**src/rtl/fwd_pkg.sv**
```systemverilog
// Shared types for the forwarding / load-use hazard unit.
// Pure declarations; no timing of its own.
// No flow control here; consumers decide stall behaviour.
package fwd_pkg;

    // Register index field is held at a fixed generous width so the table
    // type does not depend on the top-level ADDR_W parameter.
    localparam int FWD_RD_W     = 16;

    // Default hard-zero register index (never forwarded, never stalls).
    localparam int FWD_ZERO_REG = 31;

    // One in-flight instruction as seen by the hazard logic.
    typedef struct packed {
        logic                valid;
        logic [FWD_RD_W-1:0] rd;
        logic                wen;
        logic                load;
    } fwd_entry_t;

    // A producer at stage k has usable data unless it is a load that has
    // not yet spent LOAD_LAT stages in the pipe.
    function automatic logic fwd_entry_ready(input logic load,
                                             input int   k,
                                             input int   load_lat);
        return !load || (k >= load_lat - 1);
    endfunction

endpackage

```
**src/rtl/fwd_port_sel.sv**
```systemverilog
// Per-read-port operand select: youngest matching producer wins.
// Purely combinational, zero cycles from table/inputs to outputs.
// Requests a stall when the youngest producer is a load not yet ready.
module fwd_port_sel
    import fwd_pkg::*;
#(
    parameter int DATA_W   = 64,
    parameter int ADDR_W   = 5,
    parameter int DEPTH    = 2,
    parameter int LOAD_LAT = 2,
    parameter int ZERO_REG = FWD_ZERO_REG
) (
    input  fwd_entry_t [DEPTH-1:0]             ent_i,
    input  logic       [DEPTH-1:0][DATA_W-1:0] stage_data_i,
    input  logic       [ADDR_W-1:0]            rd_addr_i,
    input  logic                               rd_used_i,
    input  logic       [DATA_W-1:0]            rf_data_i,
    input  logic                               iss_valid_i,
    output logic       [DATA_W-1:0]            sel_data_o,
    output logic                               stall_req_o
);

    logic               is_zero;
    logic [FWD_RD_W-1:0] addr_ext;

    assign is_zero  = (rd_addr_i == ADDR_W'(ZERO_REG));
    assign addr_ext = FWD_RD_W'(rd_addr_i);

    // Scan from youngest (k=0) to oldest; the first hit decides the outcome.
    always_comb begin
        logic found;
        found       = 1'b0;
        sel_data_o  = rf_data_i;
        stall_req_o = 1'b0;
        for (int k = 0; k < DEPTH; k++) begin
            if (!found && !is_zero && ent_i[k].valid && ent_i[k].wen &&
                (ent_i[k].rd == addr_ext)) begin
                found = 1'b1;
                if (fwd_entry_ready(ent_i[k].load, k, LOAD_LAT)) begin
                    sel_data_o = stage_data_i[k];
                end else begin
                    stall_req_o = rd_used_i & iss_valid_i;
                end
            end
        end
    end

endmodule

```
**src/rtl/fwd_hazard_unit.sv**
```systemverilog
// Forwarding mux + load-use stall generation between decode and execute.
// fwd_data/stall are same-cycle combinational; table and counter update on clk.
// Downstream never stalls; stall only holds decode, flush overrides stall.
module fwd_hazard_unit
    import fwd_pkg::*;
#(
    parameter int DATA_W   = 64,
    parameter int ADDR_W   = 5,
    parameter int NUM_RD   = 2,
    parameter int DEPTH    = 2,
    parameter int LOAD_LAT = 2,
    parameter int ZERO_REG = FWD_ZERO_REG,
    parameter int CNT_W    = 16
) (
    input  logic                              clk,
    input  logic                              reset_n,
    input  logic [NUM_RD-1:0][ADDR_W-1:0]     rd_addr,
    input  logic [NUM_RD-1:0]                 rd_used,
    input  logic [NUM_RD-1:0][DATA_W-1:0]     rf_data,
    input  logic                              iss_valid,
    input  logic [ADDR_W-1:0]                 iss_rd,
    input  logic                              iss_wen,
    input  logic                              iss_load,
    input  logic                              flush,
    input  logic [DEPTH-1:0][DATA_W-1:0]      stage_data,
    output logic [NUM_RD-1:0][DATA_W-1:0]     fwd_data,
    output logic                              stall,
    output logic [CNT_W-1:0]                  stall_cnt
);

    fwd_entry_t [DEPTH-1:0] ent_q, ent_d;
    logic       [NUM_RD-1:0] stall_req;
    logic       [CNT_W-1:0]  cnt_q, cnt_d;

    // One selector per read port, all looking at the same table.
    for (genvar p = 0; p < NUM_RD; p++) begin : g_port
        fwd_port_sel #(
            .DATA_W   (DATA_W),
            .ADDR_W   (ADDR_W),
            .DEPTH    (DEPTH),
            .LOAD_LAT (LOAD_LAT),
            .ZERO_REG (ZERO_REG)
        ) u_sel (
            .ent_i        (ent_q),
            .stage_data_i (stage_data),
            .rd_addr_i    (rd_addr[p]),
            .rd_used_i    (rd_used[p]),
            .rf_data_i    (rf_data[p]),
            .iss_valid_i  (iss_valid),
            .sel_data_o   (fwd_data[p]),
            .stall_req_o  (stall_req[p])
        );
    end

    // A flushed decode instruction is dead, so it can never cause a stall.
    assign stall     = (|stall_req) & ~flush;
    assign stall_cnt = cnt_q;

    // Table always advances; entry 0 takes the issuing instruction or a bubble.
    always_comb begin
        ent_d = '0;
        for (int k = 1; k < DEPTH; k++) begin
            ent_d[k] = ent_q[k-1];
        end
        if (!stall && !flush) begin
            ent_d[0].valid = iss_valid;
            ent_d[0].rd    = FWD_RD_W'(iss_rd);
            ent_d[0].wen   = iss_wen;
            ent_d[0].load  = iss_load;
        end
    end

    // Stall counter saturates at all-ones instead of wrapping.
    always_comb begin
        cnt_d = cnt_q;
        if (stall && (cnt_q != {CNT_W{1'b1}})) begin
            cnt_d = cnt_q + CNT_W'(1);
        end
    end

    // State registers; reset empties the table so stall drops immediately.
    always_ff @(posedge clk or negedge reset_n) begin
        if (!reset_n) begin
            ent_q <= '0;
            cnt_q <= '0;
        end else begin
            ent_q <= ent_d;
            cnt_q <= cnt_d;
        end
    end

endmodule

```
**config.mk**
```make
export PLATFORM = sky130hd
export DESIGN_NAME = fwd_hazard_unit
export DESIGN_NICKNAME = d
export VERILOG_FILES = /design/src/rtl/fwd_pkg.sv /design/src/rtl/fwd_port_sel.sv /design/src/rtl/fwd_hazard_unit.sv
export SDC_FILE = /design/constraint.sdc
export NUM_CORES = 1
export LEC_CHECK = 0
export CORE_AREA = 3 3 163 165
export DETAILED_ROUTE_END_ITERATION = 6
export DIE_AREA = 0 0 166 168
export PLACE_DENSITY_LB_ADDON = 0.2
export SLEW_MARGIN = 20
export SYNTH_ARGS = -nofsm -noshare
export SYNTH_HDL_FRONTEND = slang
export SYNTH_SLANG_ARGS = --single-unit
```
**constraint.sdc**
```tcl
create_clock -name clk -period 3.3 [get_ports clk]
set_clock_uncertainty 0.05 [all_clocks]
set_input_delay 0.495 -clock clk [delete_from_list [all_inputs] [get_ports clk]]
set_output_delay 0.495 -clock clk [all_outputs]
set_load 0.005 [all_outputs]
```
==> flow_summary.yaml, run 1 <==
status:
  outcome: "finished clean"
floorplan:
  die_area_um2: 27900
  top_level_ports: 424
  chipHeight_um: 168
  floorplan.initialDensity: 0.157
  dieWidth_um: 166
  core_area_um2: 25200
  rows: 58
finish:
  final_net_count: 1342
  syn_to_final_growth_pct: 144
  layout-drive-gt1-share: 0.248
  stdcell_area_um2: 9640
drt:
  wire_per_inst_um: 21.3
  drt-vias-per-instance: 4.45
  postRouteWirelength_um: 29800
  drt-pass1-iter-count: 4
  detailroute.via_count: 6222
  drt_iter0_drc: 330
  ant_nets: 0
  remaining_drc_errors: 0
setup_path:
  critical_path.max_stage_delay_ns: 0.53
  path_max_fanout: 8
  slowest_stage: "clkdlybuf4s50_1"
  crit_path_start_kind: "register"
  worstSetupPathType: "register to output pin"
  path_delay_family: "buffers and inverters"
  arrival_time_of_data_at_the_critical_path_endpoint_ns: 2.65
  crit_required_ns: 2.75
  cpMostUsedCell: "buf_4"
  worstPathBufferInverterCount: 5
  path_cells: "buf_4 > xor2_1 > nor4_2 > nand2_1 > nand4_1 > buf_4 > buf_12 > buf_4 > o22ai_1 > a21oi_1 > clkdlybuf4s50_1"
  crit_end_category: "output pin"
grt:
  grt_overflow: 0
  vias_in_the_first_global_route: 6247
  antenna_violations_before_repair: 11
  grt_start_max_net_pins: 32
  grt_use_total: 0.198
  global_route_wire_length_before_repair_um: 42700
timing:
  timing_worst_slew_pin_value_ns: 0.384
  final.period_utilization: 0.969
  period_needed_ns: 3.20
  worst_hold_slack_ns: 0.320
  slew-limit-headroom: 0.743
  rsz0062_at_grt: "yes"
  fin_ws_ns: 0.102
  timing.final.max_slew_violations: 0
  setup_violations: 0
  fin_tns_setup_ns: 0
  timing_hold_violations_final: 0
  achievable-frequency_mhz: 313
clocking:
  cts_buf_count: 5
  h-tree-depth: 2
  cts_root_buffer: "clkbuf_16"
  clock_input_transition_at_the_sequential_cells_of_the_worst_setup_and_hold_paths_ns: 0.05
  clk-insertion-delay-late_ns: 0.27
  tritoncts: "built"
  clock_sink_count: 31
  cts_max_path_buffers: 2
power_and_ir_drop:
  vdd_ir_drop_max_uv: 195
  leakage_nw: 4.48
  power.density_nw_per_um2: 166
synth:
  mean_cell_area_of_the_mapped_netlist_um2: 7.01
  syn_nets: 845
  synth_seq_area_share: 0.196
  synth_warnings: 0
  ys_seq_elements: 31
  syn_std_cell_area_um2: 3960
  netlist_instances: 565
  synth.distinct_cells: 34
place:
  preCtsSetupSlack_ns: -0.631
  placement.cell_area_um2: 9070
  place.gp.congestion: 0.970
  post-dp-hpwl_um: 24300
  portBuffers: 423
worst_hold_path:
  hp-class: "register to register"
flow_run:
  cap_viol_max_count: 0
## cell families after synthesis
logic type | Yosys count | synth area share
adders and majority gates | 1 | 0.00316
xor gates and xnor gates | 35 | 0.0774
muxes | 1 | 0.00284
DFF | 31 | 0.196
buffers and inverters | 173 | 0.182
and+or+nand+nor | 63 | 0.104
AOI/OAI and AO/OA | 261 | 0.434
## cell usage in the layout, fill, tap and decap left out, types with 4 or more instances in the layout
cell type / instances
clkdlybuf4s15_1: 11
buf_12: 14
o22ai_2: 20
nand3_1: 9
nor3_2: 7
clkbuf_2: 10
dlygate4sd2_1: 82
o22ai_1: 105
a21oi_2: 64
nand4_1: 5
a21oi_1: 62
dlymetal6s2s_1: 6
nor2_1: 7
dfrtp_1: 31
and2_1: 8
buf_4: 82
xor2_1: 29
inv_1: 129
buf_2: 28
nand2_1: 7
xnor2_1: 6
buf_6: 9
clkdlybuf4s50_1: 286
nor4_2: 4
diode_2: 6
clkbuf_16: 5
## flip-flops by register name, indices dropped and copies added, names as in the netlist
name       flops
stall_cnt     16
ent_d          8
ent_q          7
## layout make-up
type	instances	area, µm²
inverter	130	488
clock buffer	5	125
fill	2702	15500
multi-input combinational	361	2700
clock inverter	3	43.8
antenna	6	15.0
tap	330	413
timing repair buffer	533	5080
sequential	31	776
## routing by layer
metal | wire, µm | vias up | GRT usage | share of wire
met5 | 68 | - | 0 | 0.0023
met4 | 339 | 10 | 0.0250 | 0.011
met3 | 2230 | 29 | 0.0573 | 0.075
met1 | 12600 | 2931 | 0.252 | 0.42
li1 | - | 2999 | - | -
met2 | 14500 | 253 | 0.343 | 0.49
## final timing paths
kind	startpoint	endpoint	slack, ns	depth (start not counted)
min	ent_d[37]	ent_q[37]	0.32	0
min in group asynchronous	reset_n	stall_cnt[3]	0.56	2
max in group asynchronous	reset_n	ent_d[24]	2.35	2
max reg2reg	ent_d[22]	stall_cnt[1]	0.64	10
min reg2reg	ent_d[37]	ent_q[37]	0.32	0
max	ent_d[22]	fwd_data[46]	0.10	11
## Yosys cell counts
library cell,count,share of area
xnor2_1,6,0.013
o22ai_1,128,0.20
nand2_1,7,0.0066
nor3b_1,3,0.0057
clkbuf_1,14,0.013
nand4b_1,1,0.0022
o21bai_1,1,0.0019
ha_1,1,0.0032
and2_1,10,0.016
and4_1,2,0.0044
nor4b_2,1,0.0038
or3_1,2,0.0032
buf_2,10,0.013
o2111ai_1,1,0.0022
nand3_1,9,0.011
inv_2,1,0.00095
nand4_1,5,0.0079
o32a_4,1,0.0057
xor2_1,29,0.064
buf_6,8,0.023
o32ai_1,1,0.0022
nor4_2,2,0.0063
inv_1,129,0.12
buf_1,11,0.010
o21ai_1,1,0.0013
a21oi_2,60,0.13
nor3b_2,1,0.0032
nor2_1,7,0.0066
mux2_1,1,0.0028
and3_1,3,0.0047
nor4_1,3,0.0047
dfrtp_1,31,0.20
a21oi_1,68,0.086
nor3_2,7,0.018
## repair_timing
action / in CTS / in global routing
endpoints found under the hold margin: 0 / 0
setup endpoints to repair: 128 / 70
buffers inserted: 32 / 2
hold buffers: 0 / 0
cloned: 4 / 0
pin swaps: 11 / 10
gates resized for setup: 259 / 47
## per-stage QoR
stage	utilization	power (mW)	cells
after floorplan	-	0.548	565
after global placement	0.360	1.14	1348
after CTS	0.384	1.62	1392
final	0.383	1.60	1399
after detailed placement	0.360	1.14	1348
after global routing	0.383	1.69	1395
## power breakdown
group / switching, mW / total (mW) / leakage [nW] / internal (mW)
clock network: 0.165 / 0.520 / 0.0838 / 0.355
registers: 0.00813 / 0.398 / 0.417 / 0.390
logic: 0.235 / 0.685 / 3.98 / 0.449
total: 0.409 / 1.60 / 4.48 / 1.19
(Power assumes the default switching activity.)
==> inputs of run 2 (changes only) <==
--- a/config.mk
+++ b/config.mk
@@ -11,2 +11,3 @@
 export PLACE_DENSITY_LB_ADDON = 0.2
+export SKIP_LAST_GASP = 1
 export SLEW_MARGIN = 20
--- a/constraint.sdc
+++ b/constraint.sdc
@@ -4,2 +4,2 @@
 set_output_delay 0.495 -clock clk [all_outputs]
-set_load 0.005 [all_outputs]
+set_load 0.05 [all_outputs]
==> run 2 against run 1 <==
  * First-iteration DRC count down 6.1%
  * Non-clock buffer count is 41 lower
  * Register-to-register slack better by 0.15 ns
==> flow_summary.yaml, run 2 (same netlist as run 1, synthesis figures left out) <==
grt:
  antenna_violations_before_repair: 13
  grt_overflow: 0
  grt_use_total: 0.197
  vias_in_the_first_global_route: 6163
  grt_start_max_net_pins: 32
  global_route_wire_length_before_repair_um: 42100
floorplan:
  dieWidth_um: 166
  die_area_um2: 27900
  chipHeight_um: 168
  floorplan.initialDensity: 0.157
  rows: 58
  top_level_ports: 424
  core_area_um2: 25200
power_and_ir_drop:
  vdd_ir_drop_max_uv: 267
  leakage_nw: 4.54
  power.net_switching_mw: 0.740
  power.total_mw: 2.09
  pwr-share-clk: 0.249
  pwr-share-comb: 0.560
  power.density_nw_per_um2: 208
  power.internal_mw: 1.35
  p_sw_frac: 0.354
  power_frac_seq: 0.191
drt:
  drt_iter0_drc: 310
  detailroute.via_count: 6028
  drt-vias-per-instance: 4.43
  wire_per_inst_um: 21.7
  postRouteWirelength_um: 29500
  remaining_drc_errors: 0
  drt-pass1-iter-count: 5
  ant_nets: 0
setup_path:
  worstPathBufferInverterCount: 6
  arrival_time_of_data_at_the_critical_path_endpoint_ns: 2.66
  path_delay_family: "buffers and inverters"
  worstSetupPathType: "input pin to output pin"
  critical_path.max_stage_delay_ns: 0.48
  path_max_fanout: 8
  path_cells: "clkdlybuf4s50_1 > nand3_1 > nor2_1 > nor4_2 > buf_4 > o21ai_4 > buf_12 > and2_4 > buf_4 > buf_6 > a21oi_1 > buf_4"
  slowest_stage: "clkdlybuf4s50_1"
  crit_path_start_kind: "input pin"
  crit_end_category: "output pin"
  crit_required_ns: 2.75
  cpMostUsedCell: "buf_4"
clocking:
  cts_hold_buffers: 0
  clock_input_transition_at_the_sequential_cells_of_the_worst_setup_and_hold_paths_ns: 0.05
  cts_buf_count: 5
  tritoncts: "built"
  cts_root_buffer: "clkbuf_16"
  clock_sink_count: 31
  clk-insertion-delay-late_ns: 0.27
  cts_max_path_buffers: 2
  h-tree-depth: 2
finish:
  final-instance-count-excl-fill: 1360
  final_net_count: 1301
  syn_to_final_growth_pct: 154
  layout-drive-gt1-share: 0.292
  largest_register_ffs: 16
  mostFrequentLayoutCells: "289 x clkdlybuf4s50_1, 129 x inv_1, 125 x o22ai_1"
  stdcell_area_um2: 10000
  layout.cells.most_common: "clkdlybuf4s50_1"
  fillerInstances: 2595
place:
  post-place-cells: 1332
  place.gp.congestion: 0.933
  portBuffers: 423
  post-dp-hpwl_um: 24600
  placement.cell_area_um2: 9520
timing:
  worst_hold_slack_ns: 0.326
  slew-limit-headroom: 0.640
  period_needed_ns: 3.21
  final.period_utilization: 0.972
  achievable-frequency_mhz: 312
  timing_hold_violations_final: 0
  timing.final.max_slew_violations: 0
  timing_worst_slew_pin_value_ns: 0.538
  setup_violations: 0
  rsz0062_at_grt: "yes"
worst_hold_path:
  hp-class: "register to register"
flow_run:
  cap_viol_max_count: 0
status:
  outcome: "finished clean"
==> run 2: cell count changes in the layout (fill, tap and decap cells not counted), moves of 16 or more <==
cell	before	now
buf_12	14	86
buf_2	28	0
buf_4	82	98
dlygate4sd2_1	82	2
o22ai_1	105	125
o22ai_2	20	3
==> run 2: worst reg2reg max path, stage by stage, from the launching register on <==
cell and delay [ns]:
dfrtp_1 0.42, xor2_1 0.19, nor4_2 0.29, nand2_1 0.12
buf_4 0.15, buf_4 0.13, o32a_4 0.47, nor2_1 0.22
mux2_1 0.34
==> run 2: power by group through the flow <==
stage               Combinational (mW)  Clock, mW  Sequential (mW)
floorplan                        0.448          0            0.403
global placement                  1.15          0            0.406
detailed placement                1.16          0            0.406
CTS                               1.17      0.535            0.399
global route                      1.22      0.552            0.400
finish                            1.17      0.520            0.399
==> run 2: routing by layer <==
layer | track usage | vias up | wire (µm)
met5 | 0 | - | 60
met4 | 0.0405 | 10 | 482
met3 | 0.0615 | 34 | 2580
met2 | 0.338 | 286 | 14400
met1 | 0.244 | 2780 | 11900
li1 | - | 2918 | -
==> run 2: layout make-up <==
type | instances | area, µm² | share of cell area
Multi-Input combinational cell | 361 | 2600 | 0.258
Clock buffer | 5 | 125 | 0.0125
Inverter | 130 | 488 | 0.0486
Timing Repair Buffer | 492 | 5590 | 0.556
Tap cell | 330 | 413 | 0.0411
Clock inverter | 3 | 43.8 | 0.00436
Sequential cell | 31 | 776 | 0.0772
Antenna cell | 8 | 20.0 | 0.00199
==> run 2: path summary, 6_finish.rpt <==
check	from	slack, ns	to	depth (start not counted)
min	ent_d[20]	0.33	ent_q[20]	0
max	rd_addr[7]	0.09	fwd_data[66]	12
max in group asynchronous	reset_n	2.34	ent_q[23]	2
min reg2reg	ent_d[20]	0.33	ent_q[20]	0
max reg2reg	ent_d[22]	0.79	stall_cnt[1]	8
min in group asynchronous	reset_n	0.56	stall_cnt[0]	2
==> run 2: per-stage QoR <==
stage / setup WS, ns / utilization / setup TNS, ns
after floorplan: 0.280 / - / 0
after global placement: -0.366 / 0.378 / -16.53
after detailed placement: -0.374 / 0.378 / -16.89
after CTS: 0.00762 / 0.395 / 0
after global routing: -0.0157 / 0.399 / -0.0461
final: 0.0937 / 0.399 / 0
==> run 2: timing repair <==
item                                    in CTS  in global routing
pin swaps                                    5                  9
gates cloned                                 2                  0
endpoints found under the setup margin      66                 98
setup buffers                                8                  2
gates resized for setup                     29                 17
==> inputs of run 3 (changes only) <==
SLEW_MARGIN = default   (was 20)
==> results of run 3 <==
Final layout, timing and power as in run 2 (identical DEF).
